===== config.mk =====
export PLATFORM = sky130hd
export DESIGN_NAME = lsu_mem_ctrl
export DESIGN_NICKNAME = d
export VERILOG_FILES = /design/src/rtl/lsu_pkg.sv /design/src/rtl/lsu_byte_lane.sv /design/src/rtl/lsu_mem_ctrl.sv
export SDC_FILE = /design/constraint.sdc
export NUM_CORES = 1
export LEC_CHECK = 0
export BUFFER_PORTS_ARGS = -buffer_cell sky130_fd_sc_hd__buf_2
export CAP_MARGIN = 20
export CORE_AREA = 8 8 131 133
export CTS_CLUSTER_DIAMETER = 200
export CTS_CLUSTER_SIZE = 12
export DETAILED_ROUTE_END_ITERATION = 16
export DIE_AREA = 0 0 139 141
export GPL_TIMING_DRIVEN = 0
export PLACE_DENSITY_LB_ADDON = 0.3
export SETUP_SLACK_MARGIN = 0.02
export SYNTH_ARGS = -nofsm -noshare
export SYNTH_HDL_FRONTEND = slang
export SYNTH_SLANG_ARGS = --single-unit
export TNS_END_PERCENT = 5

===== constraint.sdc =====
create_clock -name clk -period 6.13 [get_ports clk]
set_input_delay 1.226 -clock clk [delete_from_list [all_inputs] [get_ports clk]]
set_output_delay 1.226 -clock clk [all_outputs]
set_load 0.02 [all_outputs]

===== src/rtl/lsu_pkg.sv =====
// Shared encodings and lane helpers for the load/store unit.
package lsu_pkg;

  localparam logic [1:0] SZ_B = 2'b00;
  localparam logic [1:0] SZ_H = 2'b01;
  localparam logic [1:0] SZ_W = 2'b10;

  typedef enum logic [2:0] {
    IDLE,
    RD,
    WAIT,
    WR,
    RESP
  } state_t;

  // Size 2'b11 behaves as a word access.
  function automatic logic [1:0] norm_size(input logic [1:0] size);
    return (size == 2'b11) ? SZ_W : size;
  endfunction

  // Byte offset actually used once the low address bits are masked per size.
  function automatic logic [1:0] align_off(input logic [1:0] size, input logic [1:0] off);
    unique case (size)
      SZ_B:    return off;
      SZ_H:    return {off[1], 1'b0};
      default: return 2'b00;
    endcase
  endfunction

  function automatic logic is_misaligned(input logic [1:0] size, input logic [1:0] off);
    unique case (size)
      SZ_B:    return 1'b0;
      SZ_H:    return off[0];
      default: return off != 2'b00;
    endcase
  endfunction

  function automatic logic [3:0] lane_mask(input logic [1:0] size, input logic [1:0] off);
    unique case (size)
      SZ_B:    return 4'b0001 << off;
      SZ_H:    return 4'b0011 << {off[1], 1'b0};
      default: return 4'b1111;
    endcase
  endfunction

endpackage


===== src/rtl/lsu_byte_lane.sv =====
// Combinational load extract (with sign/zero extension) and sub-word store merge.
module lsu_byte_lane
  import lsu_pkg::*;
(
  input  logic [1:0]  size,
  input  logic        is_unsigned,
  input  logic [1:0]  offset,
  input  logic [31:0] word,
  input  logic [31:0] wdata,
  output logic [31:0] rdata,
  output logic [31:0] merged
);

  logic [31:0] shifted_rd;
  logic [31:0] shifted_wd;
  logic [3:0]  be;

  always_comb begin
    shifted_rd = word >> {offset, 3'b000};
    shifted_wd = wdata << {offset, 3'b000};
    be         = lane_mask(size, offset);
    rdata      = word;
    merged     = word;
    unique case (size)
      SZ_B:    rdata = {{24{~is_unsigned & shifted_rd[7]}}, shifted_rd[7:0]};
      SZ_H:    rdata = {{16{~is_unsigned & shifted_rd[15]}}, shifted_rd[15:0]};
      default: rdata = word;
    endcase
    for (int unsigned i = 0; i < 4; i++) begin
      if (be[i]) merged[8*i +: 8] = shifted_wd[8*i +: 8];
    end
  end

endmodule


===== src/rtl/lsu_mem_ctrl.sv =====
// Load/store initiator to a word-wide memory; sub-word stores use read-modify-write.
// Optional macro LSU_MISALIGN_TRAP_EN: misaligned half/word requests respond with resp_err and no access.
module lsu_mem_ctrl
  import lsu_pkg::*;
#(
  parameter int unsigned RD_LAT = 1,
  parameter int unsigned ADDR_W = 32
) (
  input  logic              clk,
  input  logic              rst,
  input  logic              req_valid,
  output logic              req_ready,
  input  logic              req_we,
  input  logic [1:0]        req_size,
  input  logic              req_unsigned,
  input  logic [ADDR_W-1:0] req_addr,
  input  logic [31:0]       req_wdata,
  output logic              resp_valid,
  output logic [31:0]       resp_rdata,
  output logic              resp_err,
  output logic              mem_read,
  output logic              mem_write,
  output logic [31:0]       mem_addr,
  output logic [31:0]       mem_wdata,
  input  logic [31:0]       mem_rdata
);

  state_t      state;
  logic [1:0]  size_q;
  logic        uns_q;
  logic        we_q;
  logic [1:0]  off_q;
  logic [31:0] wdata_q;
  logic [1:0]  cnt;

  logic [1:0]  req_sz;
  logic [1:0]  req_off;
  logic        misaligned;
  logic [31:0] ext_data;
  logic [31:0] merged;

  assign req_ready = (state == IDLE);
  assign req_sz    = norm_size(req_size);
  assign req_off   = align_off(req_sz, req_addr[1:0]);

`ifdef LSU_MISALIGN_TRAP_EN
  assign misaligned = is_misaligned(req_sz, req_addr[1:0]);
`else
  assign misaligned = 1'b0;
`endif

  // Operates directly on mem_rdata so the WAIT cycle can register the result.
  lsu_byte_lane u_lane (
    .size        (size_q),
    .is_unsigned (uns_q),
    .offset      (off_q),
    .word        (mem_rdata),
    .wdata       (wdata_q),
    .rdata       (ext_data),
    .merged      (merged)
  );

  always_ff @(posedge clk or posedge rst) begin
    if (rst) begin
      state      <= IDLE;
      size_q     <= SZ_B;
      uns_q      <= 1'b0;
      we_q       <= 1'b0;
      off_q      <= '0;
      wdata_q    <= '0;
      cnt        <= '0;
      resp_valid <= 1'b0;
      resp_rdata <= '0;
      resp_err   <= 1'b0;
      mem_read   <= 1'b0;
      mem_write  <= 1'b0;
      mem_addr   <= '0;
      mem_wdata  <= '0;
    end else begin
      unique case (state)
        IDLE: begin
          if (req_valid) begin
            size_q   <= req_sz;
            uns_q    <= req_unsigned;
            we_q     <= req_we;
            off_q    <= req_off;
            wdata_q  <= req_wdata;
            mem_addr <= 32'(req_addr[ADDR_W-1:2]);
            if (misaligned) begin
              resp_valid <= 1'b1;
              resp_err   <= 1'b1;
              resp_rdata <= '0;
              state      <= RESP;
            end else if (req_we && req_sz == SZ_W) begin
              mem_write <= 1'b1;
              mem_wdata <= req_wdata;
              state     <= WR;
            end else begin
              mem_read <= 1'b1;
              state    <= RD;
            end
          end
        end
        RD: begin
          mem_read <= 1'b0;
          cnt      <= 2'(RD_LAT - 1);
          state    <= WAIT;
        end
        WAIT: begin
          if (cnt == '0) begin
            if (we_q) begin
              mem_wdata <= merged;
              mem_write <= 1'b1;
              state     <= WR;
            end else begin
              resp_rdata <= ext_data;
              resp_err   <= 1'b0;
              resp_valid <= 1'b1;
              state      <= RESP;
            end
          end else begin
            cnt <= cnt - 2'd1;
          end
        end
        WR: begin
          mem_write  <= 1'b0;
          resp_rdata <= '0;
          resp_err   <= 1'b0;
          resp_valid <= 1'b1;
          state      <= RESP;
        end
        RESP: begin
          resp_valid <= 1'b0;
          state      <= IDLE;
        end
        default: state <= IDLE;
      endcase
    end
  end

endmodule


==> flow_summary.json <==
{
  "hold_violations": 0,
  "cts_hold_buf": 0,
  "outcome": "completed",
  "rows": 45,
  "synth_edf_count": 0,
  "synth_flop_cell": "dfrtp_1",
  "wl_per_cell_microns": 20.3,
  "cts-root-buf": "clkbuf_16",
  "cts_setup_buffers": 0,
  "cts_buffers": 17,
  "clk_latency_ns": 0.43,
  "grt_pass1_wl_mm": 38.2,
  "core_area_sq_um": 15000,
  "clock-sinks": 140,
  "num-nets-final": 1093,
  "startpoint_type": "register",
  "ys_async_sr_fraction_pct": 100,
  "min_to": "mem_addr[27]",
  "vias": 6837,
  "crit_arrival_ns": 1.50,
  "p_leak_nw": 4.55,
  "port_buffers": 200,
  "multiInputGateArea_sq_um": 3330,
  "via_per_inst": 5.75,
  "cp.required_ns": 4.90,
  "overflow": 0,
  "holdCritStartpoint": "mem_addr[27]",
  "die-area_sq_um": 19600,
  "final-max-slew-violation-count": 0,
  "rsz0062_at_grt": "no",
  "syn_to_final_growth_pct": 27.0,
  "yosysSeqAreaShare_pct": 48.5,
  "avgSynthCellArea_sq_um": 9.42,
  "syn_inst": 767,
  "syn-cell-area_sq_um": 7220,
  "num_antenna_cells": 0,
  "synthTopCellsByCount": "nand2_1 (234), dfrtp_1 (140), nor2_1 (42)",
  "hpwl_mm": 18.6,
  "fmax_mhz": 367,
  "end_kind": "primary output",
  "cts.path.max_buffers": 2,
  "grt_pass1_vias": 6941,
  "yosysMostFrequentCell": "nand2_1",
  "ant_nets": 0,
  "ys_ff_latch": 140,
  "finalCriticalPeriod_ns": 2.72,
  "final-setup-viol-count": 0,
  "synth.top_cells.by_area": "dfrtp_1 (48%), nand2_1 (12%), mux2i_1 (3.2%)",
  "path_class": "reg2out",
  "instances_no_fill": 1190,
  "hold_depth": 2,
  "dp.cells": 1158,
  "cap_violations": 0,
  "antenna_found_initial": 1,
  "initial_core_util_pct": 48.2,
  "drt_iter0_drc": 477,
  "maxSlewHeadroom_pct": 50.7,
  "dr.pass1.iters": 5,
  "remaining_drc_errors": 0,
  "grt_max_degree": 72,
  "tightestPinTransition_ns": 0.740,
  "hold_class": "reg2reg",
  "die_w_microns": 139,
  "drive_gt1_share_pct": 30.4,
  "synth_largest_area_cell": "dfrtp_1",
  "place_congestion": 0.970,
  "yosys.area.top_type_share_pct": 48.5,
  "seqCellArea_sq_um": 3500,
  "fillCellCount": 1308,
  "worstReg2RegStart": "state[2]",
  "period_share_pct": 44.4,
  "rr_worst_depth": 7,
  "rrSetupSlack_ns": 3.88,
  "drt_wl_total_mm": 24.2,
  "peakVddDrop_mv": 0.281,
  "finClkSkew_ns": 0.00739,
  "critPathMaxFanout": 10,
  "yosys_warnings": 0,
  "power_density_nw_per_um2": 603,
  "r2r_end": "wdata_q[30]",
  "fp.dieH_microns": 141,
  "design_power_total_mw": 5.53,
  "synth_cell_types": 51,
  "cts_tree": "yes",
  "io_pins": 204,
  "clk_pin_slew_ns": 0.06,
  "cts.htree.levels": 4,
  "cts_resized": 0,
  "track_usage_pct": 25.0
}
through the flow:
stage | cell area, sq um | TNS [ns] | worst slack [ns] | hold slack (ns) | utilization (%)
finish | 9170 | 0 | 3.41 | 0.465 | 61.3
global route | 9170 | 0 | 3.29 | 0.486 | 61.3
CTS | 9170 | 0 | 3.40 | 0.473 | 61.3
detailed placement | 8500 | 0 | 3.20 | 0.457 | 56.8
global placement | 8470 | -65.76 | -0.481 | 0.454 | 56.5
floorplan | 7230 | 0 | 1.15 | 0.441 | -
power breakdown:
part / switching (mW) / internal, mW
Combinational: 1.72 / 0.978
Clock: 0.400 / 0.782
Sequential: 0.303 / 1.35
Total: 2.42 / 3.11
how the worst max path moves through the flow:
| stage | slack, ns | cells past startpoint | end | from |
|---|---|---|---|---|
| 4_1_cts | 3.40 | 3 | req_ready | state[2] |
| 3_3_place_gp | -0.48 | 2 | resp_rdata[31] | rst |
| 5_1_grt | 3.29 | 3 | req_ready | state[2] |
| 3_5_place_dp | 3.20 | 6 | resp_rdata[31] | mem_rdata[23] |
| 6_report | 3.41 | 3 | req_ready | state[2] |
| 2_1_floorplan | 1.15 | 1 | cnt[0] | rst |
cell families (layout without fill, tap and decap cells):
logic type / count (synthesis) / in the layout / share of synthesized area, %
simple gates: 312 / 312 / 17.7
compound gates: 193 / 193 / 20.7
flops: 140 / 140 / 48.5
buf+inv: 79 / 312 / 5.49
mux: 41 / 41 / 7.40
fa+ha+maj: 1 / 1 / 0.173
other cells: 1 / 3 / 0.0519
layout by cell type (no fill, tap or decap), types with 9 or more instances in the layout:
cell	n
a21oi_1	31
a221oi_1	9
o21ai_0	32
mux2i_1	23
clkbuf_1	37
mux4_2	9
nor2_1	42
clkbuf_16	17
inv_1	15
buf_2	208
nand2_1	234
nand2_2	10
o2bb2ai_1	9
a221o_1	16
a22oi_1	15
o31ai_2	16
o21ai_1	9
dfrtp_1	140
o311a_1	16
layer usage:
metal	up-vias	wire, microns	global-route usage, %
met5	-	10	0
met4	2	801	11.8
met3	64	2400	8.24
met2	351	10700	38.4
met1	3271	10300	31.5
li1	3149	-	-
sequential cells by signal (all words and copies together) (netlist names), 2 cells and up:
register	flops
mem_addr	30
size_q	2
resp_rdata	32
cnt	2
mem_wdata	32
state	3
wdata_q	32
off_q	2
worst max-delay path, cell delays in order, from the launching register on:
cell and delay [ns]:
dfrtp_1 0.37, buf_2 0.18, nor3_1 0.27, buf_2 0.25
layout make-up:
class / count / share of cell area [%]
well taps: 188 / 2.56
flip-flops and latches: 140 / 38.2
clock inverters: 12 / 2.36
clock buffers: 20 / 4.98
multi-input cells: 550 / 36.3
repair buffers: 201 / 11.2
inverters: 17 / 0.750
plain buffers: 62 / 3.63
Power figures use the tool's default switching activity.
